--- src/rtl/riscv_pkg.sv ---
// Shared RISC-V fetch definitions: data widths, instruction field positions
// and the fetch FSM state encoding.
package riscv_pkg;

  localparam int unsigned XLEN    = 32;
  localparam int unsigned INSTR_W = 32;

  // Instruction field positions consumed by the control decoder
  localparam int unsigned OP_LSB     = 0;
  localparam int unsigned OP_W       = 7;
  localparam int unsigned FUNCT3_LSB = 12;
  localparam int unsigned FUNCT3_W   = 3;
  localparam int unsigned FUNCT7_BIT = 30;

  typedef enum logic [1:0] {
    StIdle,
    StReq,
    StHold,
    StFault
  } fetch_state_e;

endpackage

--- src/rtl/pc_next.sv ---
// Next-PC selection: sequential increment or branch/jump target, plus
// alignment handling. Behaviour depends on FETCH_MISALIGN_TRAP_EN: when
// defined, a misaligned next PC is flagged; otherwise its low bits are cleared.
module pc_next
  import riscv_pkg::*;
(
  input  logic [XLEN-1:0] pc,
  input  logic            pc_src,
  input  logic [XLEN-1:0] pc_target,
  output logic [XLEN-1:0] pc_plus4,
  output logic [XLEN-1:0] next_pc,
  output logic            misaligned
);

  logic [XLEN-1:0] raw_pc;

  // Select the candidate PC, then either flag or squash misalignment
  always_comb begin
    pc_plus4 = pc + XLEN'(4);  // wraps modulo 2^32
    raw_pc   = pc_src ? pc_target : pc_plus4;
`ifdef FETCH_MISALIGN_TRAP_EN
    next_pc    = raw_pc;
    misaligned = (raw_pc[1:0] != 2'b00);
`else
    next_pc    = raw_pc & ~XLEN'(3);
    misaligned = 1'b0;
`endif
  end

endmodule

--- src/rtl/fetch_unit.sv ---
// Instruction fetch unit: requests one word per instruction from instruction
// memory, holds it for the decoder until downstream consumes it, then selects
// the next PC. Optional misaligned-target trap enabled by FETCH_MISALIGN_TRAP_EN.
module fetch_unit
  import riscv_pkg::*;
#(
  parameter logic [XLEN-1:0] RESET_PC = 32'h0000_0000
) (
  input  logic                clk,
  input  logic                rst,
  output logic                imem_req,
  output logic [XLEN-1:0]     imem_addr,
  input  logic                imem_ack,
  input  logic [INSTR_W-1:0]  imem_rdata,
  input  logic                stall,
  input  logic                PCSrc,
  input  logic [XLEN-1:0]     PCTarget,
  output logic                instr_valid,
  output logic [INSTR_W-1:0]  instr,
  output logic [OP_W-1:0]     op,
  output logic [FUNCT3_W-1:0] funct3,
  output logic                funct7,
  output logic [XLEN-1:0]     pc,
  output logic [XLEN-1:0]     pc_plus4,
  output logic                misalign_fault
);

  fetch_state_e        state_q, state_d;
  logic [XLEN-1:0]     pc_q;
  logic [INSTR_W-1:0]  instr_q;
  logic [XLEN-1:0]     next_pc;
  logic                misaligned;
  logic                load_instr;
  logic                advance;

  pc_next u_pc_next (
    .pc         (pc_q),
    .pc_src     (PCSrc),
    .pc_target  (PCTarget),
    .pc_plus4   (pc_plus4),
    .next_pc    (next_pc),
    .misaligned (misaligned)
  );

  // Only accept the ack while a request is outstanding; consume only when unstalled
  assign load_instr = (state_q == StReq) && imem_ack;
  assign advance    = (state_q == StHold) && !stall;

  // FSM state register
  always_ff @(posedge clk or posedge rst) begin
    if (rst) begin
      state_q <= StIdle;
    end else begin
      state_q <= state_d;
    end
  end

  // FSM next-state logic
  always_comb begin
    state_d = state_q;
    unique case (state_q)
      StIdle:  state_d = StReq;
      StReq:   if (imem_ack) state_d = StHold;
      StHold:  if (!stall) state_d = misaligned ? StFault : StReq;
      StFault: state_d = StFault;  // only rst leaves FAULT
      default: state_d = StIdle;
    endcase
  end

  // FSM outputs
  always_comb begin
    imem_req    = (state_q == StReq);
    instr_valid = (state_q == StHold);
`ifdef FETCH_MISALIGN_TRAP_EN
    misalign_fault = (state_q == StFault);
`else
    misalign_fault = 1'b0;
`endif
  end

  // PC and instruction holding registers
  always_ff @(posedge clk or posedge rst) begin
    if (rst) begin
      pc_q    <= RESET_PC;
      instr_q <= '0;
    end else begin
      if (load_instr) instr_q <= imem_rdata;
      // A faulting target is not committed, so pc keeps the last good address
      if (advance && !misaligned) pc_q <= next_pc;
    end
  end

  assign imem_addr = pc_q;
  assign pc        = pc_q;
  assign instr     = instr_q;
  assign op        = instr_q[OP_LSB +: OP_W];
  assign funct3    = instr_q[FUNCT3_LSB +: FUNCT3_W];
  assign funct7    = instr_q[FUNCT7_BIT];

endmodule

--- config.mk ---
export PLATFORM = sky130hd
export DESIGN_NAME = fetch_unit
export DESIGN_NICKNAME = d
export VERILOG_FILES = /design/src/rtl/riscv_pkg.sv /design/src/rtl/pc_next.sv /design/src/rtl/fetch_unit.sv
export SDC_FILE = /design/constraint.sdc
export NUM_CORES = 1
export LEC_CHECK = 0
export ABC_AREA = 1
export CORE_ASPECT_RATIO = 0.6
export CORE_MARGIN = 1.5
export CORE_UTILIZATION = 36
export CTS_CLUSTER_SIZE = 24
export DETAILED_ROUTE_END_ITERATION = 6
export PLACE_DENSITY = 0.77
export SKIP_LAST_GASP = 1
export SYNTH_ARGS = -nofsm -noshare
export SYNTH_HDL_FRONTEND = slang
export SYNTH_SLANG_ARGS = --single-unit
--- constraint.sdc ---
create_clock -name clk -period 1.75 [get_ports clk]
set_input_delay 0.2625 -clock clk [delete_from_list [all_inputs] [get_ports clk]]
set_output_delay 0.2625 -clock clk [all_outputs]
set_load 0.05 [all_outputs]
# [Word-level counts from Yosys, hierarchy flattened]
# Index checks and enable logic that the tools add are counted.
[op_classes] addsub=1 eq_ne=5 n_mux=4 reduce_logical=5
[ops] op="adder 32 x 3 -> 32 bit (second input constant)" count=1
[ops] op="two-way mux 32 bit" count=1
[ops] op="case mux 2 bit (4 select lines)" count=1
[ops] op="== test 2 bit (second input constant)" count=2
[ops] op="two-way mux 2 bit" count=2
[ops] op="== test 2 x 1 -> 1 bit (second input constant)" count=1
[ops] op="logical AND 1 bit" count=2
[ops] op="zero test 2 bit" count=1
[ops] op="!= test 2 x 1 -> 1 bit (second input constant)" count=1
[ops] op="!= test 2 bit (second input constant)" count=1
[ops] op="AND reduction 2 bit" count=1
[ops] op="zero test 1 bit" count=1
[word_totals] register_bits=64 inputBits=69 output_inout_bits=142 elab_cells=18

# [Longest topological paths before layout]
# Gate-level depths: netlist of run 1.
[depth] word_depth=3 ltp_mapped=10 ltp_nobuf=10

# [Cells and area by module]
# A second synthesis of run 1 with hierarchy kept.
[hier_totals] cells_unflattened=609 hier_area_um2=4315.4
[modules_own_cells] mod="fetch_unit" instances=1 cells_each=336 area_per_inst_um2=3012.9 seq_area_each_um2=1651.6
[modules_own_cells] mod="pc_next" instances=1 cells_each=273 area_per_inst_um2=1302.5 seq_area_each_um2=0.0

# [Worst setup path after synthesis of run 1]
# No wires, ideal clock.
[synth_path] path_type="reg-to-reg" start="register pc_q[2] (netlist: imem_addr[2])" end="register pc_q[9] (netlist: imem_addr[9])" setup_time_ns=0.083 arrival_ns=2.453 required_time_ns=1.667 path_slack_ns=-0.787 path_stages_with_launch=7 n_path_buf=0 period_less_slack_ns=2.537 path_cell_list="dfrtp_1 -> inv_1 -> nor2_2 -> nand2_4 -> xor2_1 -> nor2_1 -> o22ai_1"
[synth_between] elab_chain_cells=2
[synth_rtl] element="from (decl)" line_no="fetch_unit.sv:29" rtl="logic [XLEN-1:0] pc_q;"
[synth_rtl] element="from (signal assigned)" line_no="fetch_unit.sv:89" rtl="if (advance && !misaligned) pc_q <= next_pc;"
[synth_rtl] element="adder 32 x 3 -> 32 bit" line_no="pc_next.sv:19" rtl="pc_plus4 = pc + XLEN'(4);"
[synth_rtl] element="net pc_plus4[9]" line_no="fetch_unit.sv:24" rtl="output logic [XLEN-1:0] pc_plus4,"
[synth_rtl] element="two-way mux 32 bit" line_no="pc_next.sv:20" rtl="raw_pc = pc_src ? pc_target : pc_plus4;"
# The timed path passes the listed nets, and every way through them passes these cells.
# A chain may end at the register's enable or synchronous reset.

# [Worst setup path after layout of run 1]
[layout_path] start="register pc_q[3] (netlist: imem_addr[3])" end="output port pc_plus4[24]"
[layout_between] elab_chain_cells=1
[layout_rtl] element="adder 32 x 3 -> 32 bit" line_no="pc_next.sv:19"
[layout_rtl] element="to (decl)" line_no="fetch_unit.sv:24"
# Every way passes these cells.

==> results of run 1 <==
[cells in the final DEF (no fill, tap or decap), types with 18 or more instances in the layout]
cell,synthesis,layout
inv_1,40,35
buf_12,0,33
buf_4,49,139
nand2_2,6,34
o21ai_0,18,18
dfrtp_1,64,56
nand2_1,153,114
mux2_2,32,32
nor2_1,68,56
clkdlybuf4s50_1,0,67
[area by class of cell]
class	instances	area [um^2]	share of cell area, %
Clock buffer	10	239	3.35
Timing Repair Buffer	263	2650	37.2
Sequential cell	64	1610	22.6
Tap cell	139	174	2.44
Multi-Input combinational cell	362	2260	31.7
Inverter	43	168	2.35
Clock inverter	5	33.8	0.473
[worst paths after layout]
check,startpoint,to,cells past startpoint
worst max register to register,imem_addr[3],imem_addr[10],10
worst min register to register,instr[9],instr[9],1
worst max-delay path,imem_addr[3],pc_plus4[24],10
max in group asynchronous,rst,imem_addr[6],3
min in group clk,instr[9],instr[9],1
worst min-delay path,rst,instr[31],3
[tightest hold or removal path, delay by kind of cell]
| kind | cells | cell delay (ns) |
|---|---|---|
| buffers and inverters | 3 | 0.84 |
[sequential cells by signal, indices dropped and copies added, names as in the netlist]
signal,count
imem_addr,30
instr,32
state_q,2
[metrics by stage]
step | std cells | TNS [ns] | worst slack [ns] | hold slack [ns]
detailed placement | 847 | -0.0291 | -0.0199 | 0.491
global route | 886 | -9.28 | -0.465 | 0.417
CTS | 880 | -6.15 | -0.326 | 0.386
finish | 886 | -6.66 | -0.363 | 0.379
floorplan | 531 | -4.51 | -0.227 | 0.390
global placement | 847 | 0 | 0.0282 | 0.486
[cells by family (layout without fill, tap and decap cells)]
logic type      after synthesis  count (layout)  synth area share, %
simple gates                274             274                 29.2
buf+inv                     105             321                 14.6
flops                        64              64                 39.9
compound gates               41              41                 5.42
mux                          32              32                 8.97
xor+xnor                      7               7                 1.53
fa+ha+maj                     1               1                0.312
other cells                   1               7               0.0934
[repair_timing]
action                                  in CTS  in global routing
gates resized for setup                     55                 40
endpoints found under the setup margin      31                 44
pin swaps                                   23                 14
setup buffers                               18                  6
[layer usage]
metal	track usage, %	routed length (um)
met1	27.3	5540
met2	37.9	6520
met3	6.85	1110
met4	5.80	73
met5	0	0
==> flow_metrics.env, run 1 <==
export IMPL_synth_seq_cells=64
export IMPL_tightestPinTransition_ns=0.522
export IMPL_area_growth_pct=77.7
export IMPL_cp_slowest_cell="dfrtp_2"
export IMPL_post_route_min_period_ns=2.11
export IMPL_antennaDiodeCount=0
export IMPL_setup_ws_ns=-0.363
export IMPL_yosysTopAreaCell="dfrtp_1"
export IMPL_status="finished with violations"
export IMPL_drt_first_iter_violations=215
export IMPL_cts_sinks=64
export IMPL_clock_fmax_mhz=473
export IMPL_ioPinCount=211
export IMPL_final_hold_viol_count=0
export IMPL_synth_top_area_share_pct=39.9
export IMPL_synthTopCellsByArea="dfrtp_1, nand2_1, buf_4"
export IMPL_grt_pass1_wl_mm=20.6
export IMPL_fillCellCount=858
export IMPL_ys_seq_area_share_pct=39.9
export IMPL_nets=813
export IMPL_h_tree_depth=3
export IMPL_synthMostInstantiatedCell="nand2_1"
export IMPL_synth_flop_cell="dfrtp_1"
export IMPL_start_kind="flip-flop"
export IMPL_grt_use_total_pct=22.1
export IMPL_die_height_um=84.8
export IMPL_synth_warnings=0
export IMPL_hpwlAfterDp_mm=9.45
export IMPL_cts_buffer_depth=2
export IMPL_vias=4148
export IMPL_crit_required_ns=1.49
export IMPL_grt_pass1_vias=4167
export IMPL_final_antenna_net_count=0
export IMPL_grt_setup_unrepaired="true"
export IMPL_slew_headroom_pct=65.2
export IMPL_async_reset_ff_share_pct=100
export IMPL_routedWlPerCell_um=15.0
export IMPL_crit_chain="ha_4, nand2_4, nor2_4, buf_4, nand2_4, nor2_4, nand2_1, nand2_2, nand2_4, buf_12"
export IMPL_syn_area_per_cell_um2=7.65
export IMPL_rows=29
export IMPL_worst_clock_skew_ns=0.00517
export IMPL_synth_cell_types=28
export IMPL_dr_pass1_iters=6
export IMPL_grt_overflow=0
export IMPL_numPortBuffers=201
export IMPL_crit_type="reg2out"
export IMPL_setup_viol=26
export IMPL_path_buf_inv=2
export IMPL_place_gp_congestion=0.863
export IMPL_synth_edf_count=0
export IMPL_wl_mm=13.2
export IMPL_grt_max_degree=65
export IMPL_design_area_um2=7140
export IMPL_post_route_period_util_pct=121
export IMPL_die_area_um2=11800
export IMPL_yosys_top_cells_count="nand2_1, nor2_1, dfrtp_1"
export IMPL_min_path_type="in2async"
export IMPL_hold_buffers=0
export IMPL_maxCapViolations=0
export IMPL_critPathMaxFanout=4
export IMPL_cts_buffers_inserted=9
export IMPL_initial_core_util_pct=37.5
export IMPL_drc=15
export IMPL_antenna_found_initial=0
export IMPL_clock_latency_ns=0.33
export IMPL_max_stage_delay_ns=0.40
export IMPL_r2r_slack_ns=0.01
export IMPL_final_util_pct=66.7
export IMPL_critPathArrivalTime_ns=1.85
export IMPL_violations="design-rule violations, negative setup slack"
export IMPL_vias_per_cell=4.68
export IMPL_endpoint_kind="primary output"
export IMPL_drive_above_1_share_pct=45.1
export IMPL_crit_top_cell="nand2_4"
export IMPL_cts_tree="built"
export IMPL_placed_area_um2=6360
export IMPL_core_region_area_um2=10700
export IMPL_drv_slew=0
export IMPL_syn_area_um2=4020
export IMPL_fp_dieW_um=139
export IMPL_cts_clk_slew_worst_paths_ns=0.06
export IMPL_crit_family="simple AND/OR/NAND/NOR gates"
export IMPL_syn_inst=525
export IMPL_clockRootBuffer="clkbuf_16"
Power of run 1 is left out: the tool's default activity adds up to more than one toggle a clock period on the data nets, which glitch-free logic cannot reach.
==> inputs of run 2 (changes only) <==
--- a/config.mk
+++ b/config.mk
@@ -8,11 +8,12 @@
 export ABC_AREA = 1
 export CORE_ASPECT_RATIO = 0.6
 export CORE_MARGIN = 1.5
-export CORE_UTILIZATION = 36
+export CORE_UTILIZATION = 37
 export CTS_CLUSTER_SIZE = 24
 export DETAILED_ROUTE_END_ITERATION = 6
 export PLACE_DENSITY = 0.77
 export SKIP_LAST_GASP = 1
 export SYNTH_ARGS = -nofsm -noshare
 export SYNTH_HDL_FRONTEND = slang
+export SYNTH_HIERARCHICAL = 1
 export SYNTH_SLANG_ARGS = --single-unit
==> flow_metrics.env, run 2 <==
export IMPL_endpoint="pc_plus4[24]"
export IMPL_fp_dieW_um=142
export IMPL_critPathArrivalTime_ns=1.91
export IMPL_max_vdd_ir_drop_mv=1.06
export IMPL_antenna_found_initial=0
export IMPL_yosys_area_share_simple_pct=42.5
export IMPL_synth_edf_count=0
export IMPL_cts_buffer_depth=2
export IMPL_setup_ws_ns=-0.424
export IMPL_vias_per_cell=4.76
export IMPL_area_growth_pct=78.8
export IMPL_r2r_slack_ns=-0.05
export IMPL_vias=4721
export IMPL_yosysTopAreaCell="dfrtp_1"
export IMPL_layout_commonest_cell="nand2_1"
export IMPL_grt_setup_unrepaired="true"
export IMPL_final_antenna_net_count=0
export IMPL_drive_above_1_share_pct=39.7
export IMPL_violations="negative setup slack"
export IMPL_wl_met1_mm=6.76
export IMPL_synth_cell_types=22
export IMPL_synth_top_area_share_pct=38.3
export IMPL_syn_inst=609
export IMPL_cts_sinks=66
export IMPL_clock_latency_ns=0.34
export IMPL_core_region_area_um2=11300
export IMPL_synth_mux_area_share_pct=0
export IMPL_h_tree_depth=3
export IMPL_yosys_area_share_adder_pct=0.290
export IMPL_place_gp_congestion=0.858
export IMPL_crit_required_ns=1.49
export IMPL_highest_signal_layer="met4"
export IMPL_dp_slack_ns=-0.0802
export IMPL_synth_flop_cell="dfrtp_1"
export IMPL_grt_pass1_vias=4556
export IMPL_drc=0
export IMPL_dr_pass1_iters=5
export IMPL_wl_mm=14.8
export IMPL_post_route_period_util_pct=124
export IMPL_path_depth=9
export IMPL_rows=30
export IMPL_setup_viol=32
export IMPL_post_route_min_period_ns=2.17
export IMPL_routedWlPerCell_um=15.0
export IMPL_endpoint_kind="primary output"
export IMPL_synth_seq_cells=66
export IMPL_initial_core_util_pct=38.1
export IMPL_grt_use_total_pct=24.3
export IMPL_met2_length_mm=6.81
export IMPL_ioPinCount=211
export IMPL_grt_pass1_wl_mm=23.3
export IMPL_maxCapViolations=0
export IMPL_synth_warnings=6
export IMPL_cp_startpoint="imem_addr[2]"
export IMPL_final_hold_viol_count=0
export IMPL_synth_xor_xnor_area_share_pct=4.09
export IMPL_fillCellCount=897
export IMPL_clock_fmax_mhz=460
export IMPL_timing_rr_start="imem_addr[2]"
export IMPL_synth_top_family_by_area="simple AND/OR/NAND/NOR gates"
export IMPL_hpwlAfterDp_mm=10.9
export IMPL_die_height_um=86.7
export IMPL_crit_family="simple AND/OR/NAND/NOR gates"
export IMPL_placed_area_um2=6970
export IMPL_antennaDiodeCount=0
export IMPL_worst_clock_skew_ns=0.00930
export IMPL_status="finished with violations"
export IMPL_numPortBuffers=207
export IMPL_grt_overflow=0
export IMPL_wl_met3_mm=1.09
export IMPL_clockRootBuffer="clkbuf_16"
export IMPL_leakage_nw=3.81
export IMPL_r2r_worst_path_cells=13
export IMPL_crit_chain="buf_6, ha_4, nand2_2, nor2_4, nand2_2, nor2_4, nand3b_1, nand2_4, buf_12"
export IMPL_cp_slowest_cell="dfrtp_2"
export IMPL_grt_max_degree=34
export IMPL_syn_area_um2=4320
export IMPL_yosys_top_cells_count="nand2_1, nand3_1, dfrtp_1"
export IMPL_min_path_type="in2async"
export IMPL_syn_area_per_cell_um2=7.09
export IMPL_path_buf_inv=2
export IMPL_start_kind="flip-flop"
export IMPL_dp_cells=956
export IMPL_ys_seq_area_share_pct=38.3
export IMPL_max_stage_delay_ns=0.38
export IMPL_r2r_end="imem_addr[15]"
export IMPL_synthMostInstantiatedCell="nand2_1"
export IMPL_finalNonFillerCells=991
export IMPL_synthTopCellsByArea="dfrtp_1, nand2_1, buf_4"
export IMPL_drt_first_iter_violations=273
export IMPL_final_cell_mix="nand2_1, buf_4, clkdlybuf4s50_1, nand3_1, dfrtp_1"
export IMPL_die_area_um2=12300
export IMPL_crit_type="reg2out"
export IMPL_nets=896
export IMPL_critPathMaxFanout=4
export IMPL_async_reset_ff_share_pct=100
export IMPL_drv_slew=0
export IMPL_hold_buffers=0
export IMPL_cts_tree="built"
export IMPL_total_power_mw=11.3
export IMPL_cts_clk_slew_worst_paths_ns=0.06
export IMPL_p_per_area_nw_per_um2=1470
export IMPL_cts_buffers_inserted=9
export IMPL_synth_compound_area_share_pct=0.348
export IMPL_design_area_um2=7710
## run 2: changes by cell type in the layout (fill, tap and decap cells not counted), sizes merged, moves of 28 or more
cell / delta
o21ai: -29
nor2: -42
buf: +28
nand3: +48
nand2: +139
mux2: -32
## run 2: layout make-up
class	instances	area, um^2	area share [%]
Multi-Input combinational cell	449	2560	33.2
Tap cell	160	200	2.59
Clock inverter	7	101	1.31
Timing Repair Buffer	278	2870	37.2
Inverter	22	90.1	1.17
Clock buffer	9	225	2.92
Sequential cell	66	1670	21.6
## run 2: where the power goes
group | switching (mW) | internal [mW] | leakage [nW]
Combinational | 4.54 | 2.32 | 2.82
Sequential | 0.410 | 2.03 | 0.838
Clock | 0.747 | 1.26 | 0.153
## run 2: per-layer routing
layer  GRT usage (%)  up-vias
met4            5.34        0
li1                -     2273
met2            38.7      194
met5               0        -
met3            6.02       17
met1            33.7     2237
## run 2: cells by family (layout without fill, tap and decap cells)
logic type | count (synthesis) | after routing
adder cells (fa/ha/maj) | 1 | 1
AND/OR/NAND/NOR | 426 | 426
flip-flops | 66 | 66
other | 2 | 4
AO/OA/AOI/OAI | 3 | 3
XOR/XNOR | 15 | 15
buffers and inverters | 96 | 316
## run 2: worst min-delay path by stage
stage / end / slack, ns / from
6_report: imem_addr[26] / 0.30 / rst
5_1_grt: imem_addr[26] / 0.32 / rst
4_1_cts: imem_addr[26] / 0.31 / rst
3_5_place_dp: instr[11] / 0.46 / instr[11]
3_3_place_gp: instr[28] / 0.46 / instr[28]
2_1_floorplan: state_q[1] / 0.40 / stall
## run 2: metrics by stage
stage,hold WS [ns],TNS (ns),utilization [%]
finish,0.296,-9.59,68.1
global route,0.324,-13.06,68.1
CTS,0.306,-8.44,66.9
detailed placement,0.462,-0.561,61.5
global placement,0.455,-0.201,61.5
floorplan,0.400,-15.89,-
## run 2: repair_timing
| action | CTS | global route |
|---|---|---|
| setup endpoints to repair | 36 | 47 |
| resized for setup | 42 | 30 |
| gates cloned | 0 | 0 |
| setup buffers | 15 | 7 |
| pin swaps | 27 | 36 |
## run 2: worst reg2reg max path: cells and delay by family (launching register included)
family	cells	cell delay (ns)
xor+xnor	1	0.18
flops	1	0.38
buf+inv	5	0.60
simple gates	7	0.58
Note: power is estimated with default switching activity, not from simulation.
